$ cat src/rtl/uart_tx_feeder.sv
// uart_tx_feeder: byte FIFO in front of the 8-bit UART transmitter. Bytes arrive
// over a valid/ready port and are launched one at a time with a single-cycle
// tx_start pulse. The next byte waits until the current frame has finished.
//
// Ports
//   clk, rst_n        clock, asynchronous active-low reset
//   i_wr_valid/i_wr_data/o_wr_ready   producer byte interface
//   i_flush           synchronous clear of the queued bytes
//   i_clr_ovf         synchronous clear of o_overflow
//   i_tx_ready        transmitter idle
//   o_tx_start        one-cycle launch pulse
//   o_tx_data         byte in flight, held until the FSM is back in IDLE
//   o_count           queued bytes (in-flight byte excluded)
//   o_empty/o_full    queue status
//   o_overflow        sticky: write attempted while full
//   o_tx_err          one-cycle pulse when the transmitter never acknowledged
module uart_tx_feeder #(
    parameter int unsigned DEPTH       = 8,
    parameter int unsigned ACK_TIMEOUT = 16
) (
    input  logic                     clk,
    input  logic                     rst_n,
    input  logic                     i_wr_valid,
    input  logic [7:0]               i_wr_data,
    output logic                     o_wr_ready,
    input  logic                     i_flush,
    input  logic                     i_clr_ovf,
    input  logic                     i_tx_ready,
    output logic                     o_tx_start,
    output logic [7:0]               o_tx_data,
    output logic [$clog2(DEPTH):0]   o_count,
    output logic                     o_empty,
    output logic                     o_full,
    output logic                     o_overflow,
    output logic                     o_tx_err
);

    localparam int unsigned AW = $clog2(DEPTH);
    localparam int unsigned CW = AW + 1;
    localparam int unsigned TW = $clog2(ACK_TIMEOUT);

    typedef enum logic [1:0] {
        S_IDLE      = 2'd0,
        S_START     = 2'd1,
        S_WAIT_BUSY = 2'd2,
        S_WAIT_DONE = 2'd3
    } state_t;

    state_t          r_state;
    state_t          w_state_nxt;

    logic [7:0]      r_mem [DEPTH];
    logic [AW-1:0]   r_wp;
    logic [AW-1:0]   r_rp;
    logic [CW-1:0]   r_count;
    logic [CW-1:0]   w_count_nxt;
    logic            r_empty;
    logic            r_full;
    logic            r_wr_ready;
    logic            r_overflow;
    logic            r_tx_start;
    logic [7:0]      r_tx_data;
    logic            r_tx_err;
    logic [TW-1:0]   r_tmr;

    logic            w_push;
    logic            w_pop;
    logic            w_tmr_load;
    logic            w_tmr_dec;
    logic            w_err;

    // Push uses the registered full flag, so a same-edge pop never frees room.
    assign w_push = i_wr_valid && !r_full && !i_flush;

    // FSM state register
    always_ff @(posedge clk or negedge rst_n) begin
        if (!rst_n) begin
            r_state <= S_IDLE;
        end else begin
            r_state <= w_state_nxt;
        end
    end

    // FSM next state
    always_comb begin
        w_state_nxt = r_state;
        case (r_state)
            S_IDLE: begin
                if (!r_empty && i_tx_ready && !i_flush) begin
                    w_state_nxt = S_START;
                end
            end
            S_START: begin
                w_state_nxt = S_WAIT_BUSY;
            end
            S_WAIT_BUSY: begin
                if (!i_tx_ready) begin
                    w_state_nxt = S_WAIT_DONE;
                end else if (r_tmr == '0) begin
                    w_state_nxt = S_IDLE;
                end
            end
            S_WAIT_DONE: begin
                if (i_tx_ready) begin
                    w_state_nxt = S_IDLE;
                end
            end
            default: begin
                w_state_nxt = S_IDLE;
            end
        endcase
    end

    // FSM control outputs; they feed the registered outputs below
    always_comb begin
        w_pop      = 1'b0;
        w_tmr_load = 1'b0;
        w_tmr_dec  = 1'b0;
        w_err      = 1'b0;
        case (r_state)
            S_IDLE: begin
                w_pop = !r_empty && i_tx_ready && !i_flush;
            end
            S_START: begin
                w_tmr_load = 1'b1;
            end
            S_WAIT_BUSY: begin
                if (i_tx_ready) begin
                    if (r_tmr == '0) begin
                        w_err = 1'b1;
                    end else begin
                        w_tmr_dec = 1'b1;
                    end
                end
            end
            default: begin
            end
        endcase
    end

    // Queue occupancy; flush overrides any push or pop
    always_comb begin
        w_count_nxt = r_count;
        if (i_flush) begin
            w_count_nxt = '0;
        end else if (w_push && !w_pop) begin
            w_count_nxt = r_count + CW'(1);
        end else if (!w_push && w_pop) begin
            w_count_nxt = r_count - CW'(1);
        end
    end

    // Pointers, status flags and transmitter-side registers
    always_ff @(posedge clk or negedge rst_n) begin
        if (!rst_n) begin
            r_wp       <= '0;
            r_rp       <= '0;
            r_count    <= '0;
            r_empty    <= 1'b1;
            r_full     <= 1'b0;
            r_wr_ready <= 1'b1;
            r_overflow <= 1'b0;
            r_tx_start <= 1'b0;
            r_tx_data  <= 8'h00;
            r_tx_err   <= 1'b0;
            r_tmr      <= '0;
        end else begin
            r_count    <= w_count_nxt;
            r_empty    <= (w_count_nxt == '0);
            r_full     <= (w_count_nxt == CW'(DEPTH));
            r_wr_ready <= (w_count_nxt != CW'(DEPTH));

            if (i_flush) begin
                r_wp <= '0;
                r_rp <= '0;
            end else begin
                if (w_push) begin
                    r_wp <= r_wp + AW'(1);
                end
                if (w_pop) begin
                    r_rp <= r_rp + AW'(1);
                end
            end

            // Set wins over a same-edge clear
            if (i_wr_valid && r_full && !i_flush) begin
                r_overflow <= 1'b1;
            end else if (i_clr_ovf) begin
                r_overflow <= 1'b0;
            end

            r_tx_start <= w_pop;
            r_tx_err   <= w_err;
            if (w_pop) begin
                r_tx_data <= r_mem[r_rp];
            end

            if (w_tmr_load) begin
                r_tmr <= TW'(ACK_TIMEOUT - 1);
            end else if (w_tmr_dec) begin
                r_tmr <= r_tmr - TW'(1);
            end
        end
    end

    // Storage array; contents are not reset
    always_ff @(posedge clk) begin
        if (w_push) begin
            r_mem[r_wp] <= i_wr_data;
        end
    end

    assign o_wr_ready = r_wr_ready;
    assign o_tx_start = r_tx_start;
    assign o_tx_data  = r_tx_data;
    assign o_count    = r_count;
    assign o_empty    = r_empty;
    assign o_full     = r_full;
    assign o_overflow = r_overflow;
    assign o_tx_err   = r_tx_err;

endmodule
$ cat config.mk
export PLATFORM = sky130hd
export DESIGN_NAME = uart_tx_feeder
export DESIGN_NICKNAME = d
export VERILOG_FILES = /design/src/rtl/uart_tx_feeder.sv
export SDC_FILE = /design/constraint.sdc
export NUM_CORES = 1
export LEC_CHECK = 0
export CORE_ASPECT_RATIO = 1.5
export CORE_MARGIN = 4
export CORE_UTILIZATION = 57
export DETAILED_ROUTE_END_ITERATION = 10
export HOLD_SLACK_MARGIN = 0.05
export PLACE_DENSITY = 0.79
export SLEW_MARGIN = 15
export SYNTH_ARGS = -nofsm -noshare
export SYNTH_HDL_FRONTEND = slang
export SYNTH_SLANG_ARGS = --single-unit
$ cat constraint.sdc
create_clock -name clk -period 2.62 [get_ports clk]
set_input_delay 0.393 -clock clk [delete_from_list [all_inputs] [get_ports clk]]
set_output_delay 0.393 -clock clk [all_outputs]
set_load 0.005 [all_outputs]
## Yosys cells after proc, flatten, opt, wreduce, memory -nomap -nowiden

Memories as Yosys holds them, arrays and structs flattened. A register that Yosys moved wholly into a read port is not among the register bits.
Index checks and enable logic that the tools add are counted.
W data, S select, Z words.

- Input bits: 14
- RAM bits: 64
- Memories: 1
- Output and inout bits: 18
- Register bits: 22

Memories:

| name | depth | width | rd ports | clocked after memory_dff | write ports | line | text |
|---|---|---|---|---|---|---|---|
| r_mem | 8 | 8 | 1 | 1 | 1 | 52 | `logic [7:0] r_mem [DEPTH];` |

- $add $sub $neg: 5
- Mux-type cells: 26
- Reductions and logical operators: 22
- Equality and inequality tests: 8

Operators by type and width:

| operator | number |
|---|---|
| $mux W4 | 5 |
| $mux W1 | 12 |
| $mux W3 | 4 |
| $logic_and A1 B1 Y1 | 8 |
| $logic_not A4 Y1 | 2 |
| $mux W2 | 4 |
| $pmux W2 S4 | 1 |
| $reduce_bool A2 Y1 | 4 |
| $sub A4 B1 Y4 const B | 2 |
| $add A3 B1 Y3 const B | 2 |
| $logic_not A1 Y1 | 6 |
| $add A4 B1 Y4 const B | 1 |
| $eq A2 B2 Y1 const B | 2 |
| $eq A4 B4 Y1 const B | 1 |
| $ne A2 B2 Y1 const B | 2 |
| $ne A4 B4 Y1 const B | 1 |
| $ne A3 B3 Y1 const B | 1 |
| $reduce_and A3 Y1 | 1 |
| $eq A2 B1 Y1 const B | 1 |
| $logic_not A2 Y1 | 1 |

## Longest topological paths before layout

Gate-level depths: netlist of the first run.

- Depth in word-level cells: 9
- Mapped depth: 7

## Worst setup path after synthesis of the first run

OpenSTA, ideal clock, no wires.

- Kind: register -> register
- Start point: register r_full, in the netlist o_full
- End point: memory r_mem[0][0], enable pin
- Required time: 2237 ps
- Path buffers: 1
- Slack: 568 ps
- Arrival: 1669 ps
- Cell stages (with the launch flop): 5
- Cells stage by stage: dfrtp_1 nand2b_1 buf_2 or3_1 nor3_1

- Cells in the longest elaborated chain, start to end: 5

Ends and longest elaborated chain:

| item | line | text |
|---|---|---|
| start: declaration | 58 | `logic r_full;` |
| start signal: assignment | 170 | `r_full <= (w_count_nxt == CW'(DEPTH));` |
| $logic_not A1 Y1 | 73 | `assign w_push = i_wr_valid && !r_full && !i_flush;` |
| $logic_and A1 B1 Y1 (2 in series) | 73 |  |
| $mux W1 | 208 | `if (w_push) begin` |
| $mux W1 (not written as such) | 209 | `r_mem[r_wp] <= i_wr_data;` |
| end: declaration | 52 |  |

No other way between the ends.

## Worst setup path after layout of the first run

- Start point: register r_state[0]
- End point: register r_wr_ready, in the netlist o_wr_ready

- Cells in the longest elaborated chain, start to end: 7
- Elaborated cells on any way between the ends: 9
- Classes of those cells: eq/ne (1); mux (4); reduce/logical (4)

Ends and longest elaborated chain:

| item | line | text |
|---|---|---|
| start: declaration | 49 | `state_t r_state;` |
| start signal: assignment | 80 | `r_state <= w_state_nxt;` |
| $logic_not A2 Y1 (*) | 120 | `case (r_state)` |
| $mux W1 (*) | 120 |  |
| $logic_and A1 B1 Y1 or $logic_not A1 Y1 (tied branches) | 148, 146 |  |
| $mux W4 or $logic_and A1 B1 Y1 (tied branches) | 148, 146 |  |
| $mux W4 (*) | 146 | `end else if (w_push && !w_pop) begin` |
| $mux W4 (*) | 144 | `if (i_flush) begin` |
| via w_count_nxt[2] | 56 | `logic [CW-1:0] w_count_nxt;` |
| $ne A4 B4 Y1 (*) | 171 | `r_wr_ready <= (w_count_nxt != CW'(DEPTH));` |
| end signal: assignment | 171 |  |
| end: declaration | 59 | `logic r_wr_ready;` |

The timed path passes the listed nets; every way through them passes the cells marked *.
A chain may end at the register's enable or synchronous reset.

==> results.cfg, run 1 <==
[die]
initial_core_util = 0.590
die_x_um = 75.1
rows = 36
dieArea_sq_um = 8170
pin_count = 32
core_area_sq_um = 6530
die_h_um = 109

[run_status]
status = complete, no violations

[synth]
ys_ff_latch = 94
yosys_warnings = 0
synth-main-ff-cell = edfxtp_1
syn_inst = 243
synth.avg_cell_area_sq_um = 15.9
synth_top_cell_area_share = 0.499
synth_area_leaders = edfxtp_1, dfrtp_1, mux4_2
ys_types = 37
synth-async-reset-ratio = 0.319
yosysTopAreaCell = edfxtp_1
syn_area_sq_um = 3850
synth_nets = 262
synth_seq_area_share = 0.694
synth_edf_count = 64

[drt]
drt-met1-wl_mm = 2.50
drt_iter0_drc = 124
vias = 2134
drc = 0
wl_mm = 6.80
vias_per_cell = 5.78
wl_met2_mm = 3.83
wl_met3_um = 286
highest_layer = met4
wl_per_cell_um = 18.4
ant_nets = 0
dr.pass1.iters = 4

[cts]
path_clk_slew_ns = 0.09
h-tree-depth = 3
post-cts-setup-buffers = 0
root_buffer = clkbuf_8
clockBufferDepth = 2
cts_tree = done
cts_buffers = 9
postCtsResizedCells = 0
holdBufCountCts = 0
cts.sinks = 94
clock_latency_ns = 0.38

[layout]
fin_area_sq_um = 4510
drive_gt1_frac = 0.181
fin_util = 0.690
final_nets = 307
areaGrowthSynthToFinish_pct = 16.9
diodes = 0

[power]
finalPower_mw = 3.43
p_leak_nw = 1.61
vdd_drop_max_uv = 446
powerDensity_nw_per_um2 = 762

[global_routing]
grt_pass1_vias = 2212
antenna_found_initial = 0
grt_pass1_wl_mm = 10.9
grt_use_total = 0.190
grt_max_degree = 31
overflow = 0

[placement]
place_area_sq_um = 4310
io_buffers = 31
gp_congestion = 0.813
hpwl_mm = 4.69

[worst_setup_path]
critPathLaunch = r_state[0]$_DFFE_PN0P_
crit_path_start_kind = register
worst_setup_path_end_kind = register
rrSetupSlack_ns = 0.68
critPathMaxFanout = 12
worstPathArrival_ns = 2.24
worstPathRequired_ns = 2.92
r2r_end = o_wr_ready$_DFF_PN1_
r2r_cells = 5
r2r-start = r_state[0]$_DFFE_PN0P_
crit_type = reg -> reg

[sta]
hold_violations = 0
grt_setup_unrepaired = false
worst_pin_slew_ns = 0.787
hold_slack_ns = 0.403
clock_skew_ns = 0.0107
max_slew_margin = 0.475
setup_viol = 0
final.min_clock_period_ns = 1.94
fmax_mhz = 516
final_max_slew_viol_count = 0
fin_crit_sh = 0.740
fin_setup_tns_ns = 0

[min_path]
hp-class = in -> async

[job]
max-cap-violations = 0
-- cells in the final DEF, fill, tap and decap left out, types with 2 or more instances in the layout --
| master | n |
|---|---|
| nand3_1 | 3 |
| or3_1 | 2 |
| dfstp_2 | 2 |
| dfrtp_1 | 28 |
| clkdlybuf4s50_1 | 31 |
| edfxtp_1 | 64 |
| xor2_1 | 2 |
| inv_6 | 3 |
| nor3_1 | 6 |
| nand2b_1 | 5 |
| nand2_1 | 22 |
| buf_4 | 15 |
| nor2_1 | 19 |
| o21ai_0 | 9 |
| a21oi_1 | 4 |
| nor4_1 | 3 |
| xnor2_1 | 5 |
| clkbuf_8 | 10 |
| nor2b_1 | 3 |
| mux4_2 | 16 |
| nor3b_1 | 2 |
| inv_1 | 9 |
| mux2i_1 | 9 |
| ha_1 | 5 |
-- how the worst max path moves through the flow --
stage,endpoint,slack [ns],cells past startpoint
3_5_place_dp,o_wr_ready$_DFF_PN1_,0.37,6
3_3_place_gp,o_wr_ready$_DFF_PN1_,0.42,6
5_1_grt,o_empty$_DFF_PN1_,0.54,6
4_1_cts,o_wr_ready$_DFF_PN1_,0.67,5
2_1_floorplan,r_mem[0][0]$_DFFE_PP_,0.57,4
6_report,o_wr_ready$_DFF_PN1_,0.68,5
-- power by group --
part | total (mW) | switching [mW] | internal, mW | leakage [nW]
combinational | 0.625 | 0.275 | 0.350 | 0.554
clock | 0.945 | 0.506 | 0.440 | 0.103
sequential | 1.86 | 0.132 | 1.73 | 0.956
total | 3.43 | 0.912 | 2.52 | 1.61
-- logic make-up (layout without fill, tap and decap cells) --
logic type,after synthesis,in the layout,share of synthesized area
adder cells (fa/ha/maj),5,5,0.0162
AND/OR/NAND/NOR,68,68,0.0870
flip-flops,94,94,0.694
XOR/XNOR,7,7,0.0159
multiplexers,27,27,0.124
AO/OA/AOI/OAI,21,21,0.0373
buffers and inverters,21,71,0.0256
-- sequential cells by signal, summed over array words and instances, names as in the netlist --
signal / flops
r_rp: 3
o_tx_start: 1
r_tmr: 4
r_mem: 64
o_overflow: 1
o_wr_ready: 1
o_empty: 1
o_tx_data: 8
r_wp: 3
o_count: 4
o_full: 1
o_tx_err: 1
r_state: 2
-- synthesized netlist by cell type (all sizes together), types with 5 or more instances --
library cell,instances
o21ai,9
ha,5
xnor2,5
edfxtp,64
nand2,22
dfrtp,28
clkbuf,5
mux4,16
buf,7
inv,9
mux2i,9
nand2b,5
nor2,19
nor3,6
-- per-layer routing --
metal  GRT usage  up-vias
met2       0.344       47
li1            -      993
met4       0.103        0
met1       0.194     1079
met3      0.0489       15
met5           0        -
-- critical path, cell delays in order (launching register included) --
cell and delay [ns]:
dfrtp_1 0.49, nor4b_4 0.31, buf_4 0.25, a31oi_4 0.10
mux2_4 0.33, or3b_1 0.38
-- layout make-up --
type,instances,area [sq um]
sequential,94,2680
fill,441,2030
multi-input combinational,128,1080
timing repair buffer,46,423
clock buffer,12,166
tap,76,95.1
inverter,9,33.8
clock inverter,4,32.5
-- per-stage QoR --
step | worst slack (ns) | instances
finish | 0.682 | 369
global route | 0.542 | 369
CTS | 0.674 | 369
detailed placement | 0.368 | 353
global placement | 0.417 | 353
floorplan | 0.568 | 243
Power figures use the tool's default switching activity.
==> run 2, diff against run 1 <==
Clock period 2.62 ns to 2 ns, I/O delays scaled along.
==> run 2 against run 1 <==
  * Cell area rose by 4.0%
  * Wire length increased by 1.8%
  * Sequential power is 29% higher
  * Global-route usage shrank 0.29 points
  * Power up 34%
  * Highest routed layer unchanged
  * Core utilization rose by 2.7 points
  * First-iteration DRC count rose by 35%
  * Flip-flop and latch count is the same
  * Via count increased by 1.9%
  * Largest power group unchanged
  * Maximum frequency increased by 1.5%
==> results.cfg, run 2 (synthesis results as in run 1) <==
[run_status]
status = complete, no violations

[worst_setup_path]
worstPathArrival_ns = 2.18
max_stage_delay_ns = 0.42
crit_chain = nor4b_4 -> buf_4 -> nor3_1 -> a21oi_1 -> mux2_2 -> nor3_1
cp_common_cell = nor3_1
worst_setup_path_end_kind = register
crit_family = simple AND/OR/NAND/NOR gates
crit_path_start_kind = register
worst-path-buf-inv = 1
crit_slowest_cell = dfrtp_1
critPathMaxFanout = 9
worstPathRequired_ns = 2.27
crit_type = reg -> reg

[power]
p_sw_frac = 0.266
p_switching_mw = 1.22
p_int_mw = 3.37
combPwrFrac = 0.214
finalPower_mw = 4.59
powerDensity_nw_per_um2 = 980
p_leak_nw = 1.72
vdd_drop_max_uv = 931
clock_power_share = 0.264
seqPwrFrac = 0.522

[sta]
grt_setup_unrepaired = false
final_max_slew_viol_count = 0
fmax_mhz = 524
final.min_clock_period_ns = 1.91
fin_crit_sh = 0.954
worst_pin_slew_ns = 0.555
hold_slack_ns = 0.316
max_slew_margin = 0.630
hold_violations = 0
setup_viol = 0
fin_setup_tns_ns = 0
clock_skew_ns = 0.0133

[drt]
wl_mm = 6.93
vias_per_cell = 5.59
drt_iter0_drc = 167
drt-met1-wl_mm = 2.75
vias = 2175
wl_met3_um = 233
ant_nets = 0
dr.pass1.iters = 4
drc = 0
wl_met2_mm = 3.83
highest_layer = met4
wl_per_cell_um = 17.8

[layout]
largest_reg_flops = 64
final_common_cell = edfxtp_1
diodes = 0
areaGrowthSynthToFinish_pct = 21.6
fillers = 445
drive_gt1_frac = 0.240
fin_util = 0.717
top_register = r_mem
final_nets = 327
fin_cells = 389
mostFrequentLayoutCells = edfxtp_1, buf_4, clkdlybuf4s50_1

[global_routing]
antenna_found_initial = 0
grt_pass1_vias = 2183
grt_pass1_wl_mm = 10.9
grt_use_total = 0.187
grt_max_degree = 31
overflow = 0

[placement]
io_buffers = 31
hpwl_mm = 4.88
gp_congestion = 0.835
post-place-cells = 373

[cts]
cts.sinks = 94
clockBufferDepth = 2
post-cts-setup-buffers = 0
cts_buffers = 9
postCtsResizedCells = 0
clock_latency_ns = 0.36
holdBufCountCts = 0
root_buffer = clkbuf_8
cts_tree = done
path_clk_slew_ns = 0.10
h-tree-depth = 3

[die]
rows = 36
core_area_sq_um = 6530
initial_core_util = 0.590
die_x_um = 75.1
dieArea_sq_um = 8170
die_h_um = 109
pin_count = 32

[job]
max-cap-violations = 0

[min_path]
hp-class = in -> async
-- run 2: worst reg2reg max path, stage by stage, from the launching register on --
cell and delay [ns]:
dfrtp_1 0.42, nor4b_4 0.32, buf_4 0.23, nor3_1 0.07, a21oi_1 0.17, mux2_2 0.39
nor3_1 0.24
-- run 2: final cells by class --
class	instances	area, sq um	share of cell area
Multi-Input combinational cell	128	1080	0.232
Timing Repair Buffer	66	598	0.128
Clock inverter	6	48.8	0.0104
Sequential cell	94	2680	0.571
Clock buffer	10	149	0.0318
Tap cell	76	95.1	0.0203
Inverter	9	33.8	0.00721
-- run 2: path summary, 6_finish.rpt --
kind                                                from                       end  slack, ns  cells past startpoint
worst max-delay path              r_state[0]$_DFFE_PN0P_         o_empty$_DFF_PN1_       0.09                      6
worst min-delay path                               rst_n    o_overflow$_DFFE_PN0P_       0.32                      2
worst max register to register    r_state[0]$_DFFE_PN0P_         o_empty$_DFF_PN1_       0.09                      6
worst min register to register  o_tx_data[2]$_DFFE_PN0P_  o_tx_data[2]$_DFFE_PN0P_       0.49                      2
max in group asynchronous                          rst_n      o_wr_ready$_DFF_PN1_       1.34                      2
min in group clk                o_tx_data[2]$_DFFE_PN0P_  o_tx_data[2]$_DFFE_PN0P_       0.49                      2
-- run 2: metrics by stage --
step | setup slack [ns] | cell area, sq um
after CTS | 0.0596 | 4680
after floorplan | 0.135 | 3860
after global routing | 0.0307 | 4680
after global placement | -0.147 | 4490
after detailed placement | -0.254 | 4490
final | 0.0912 | 4680
-- run 2: power groups by stage --
stage / combinational (mW) / clock (mW) / sequential, mW
detailed placement: 0.995 / 0 / 2.44
global placement: 0.972 / 0 / 2.43
global route: 1.09 / 1.32 / 2.42
floorplan: 0.520 / 0 / 2.42
finish: 0.982 / 1.21 / 2.40
CTS: 0.999 / 1.24 / 2.40
-- run 2: layer usage --
layer  GRT usage  vias to the layer above
met1       0.222                     1091
met5           0                        -
met2       0.333                       46
met3      0.0332                        8
li1            -                     1030
met4      0.0713                        0
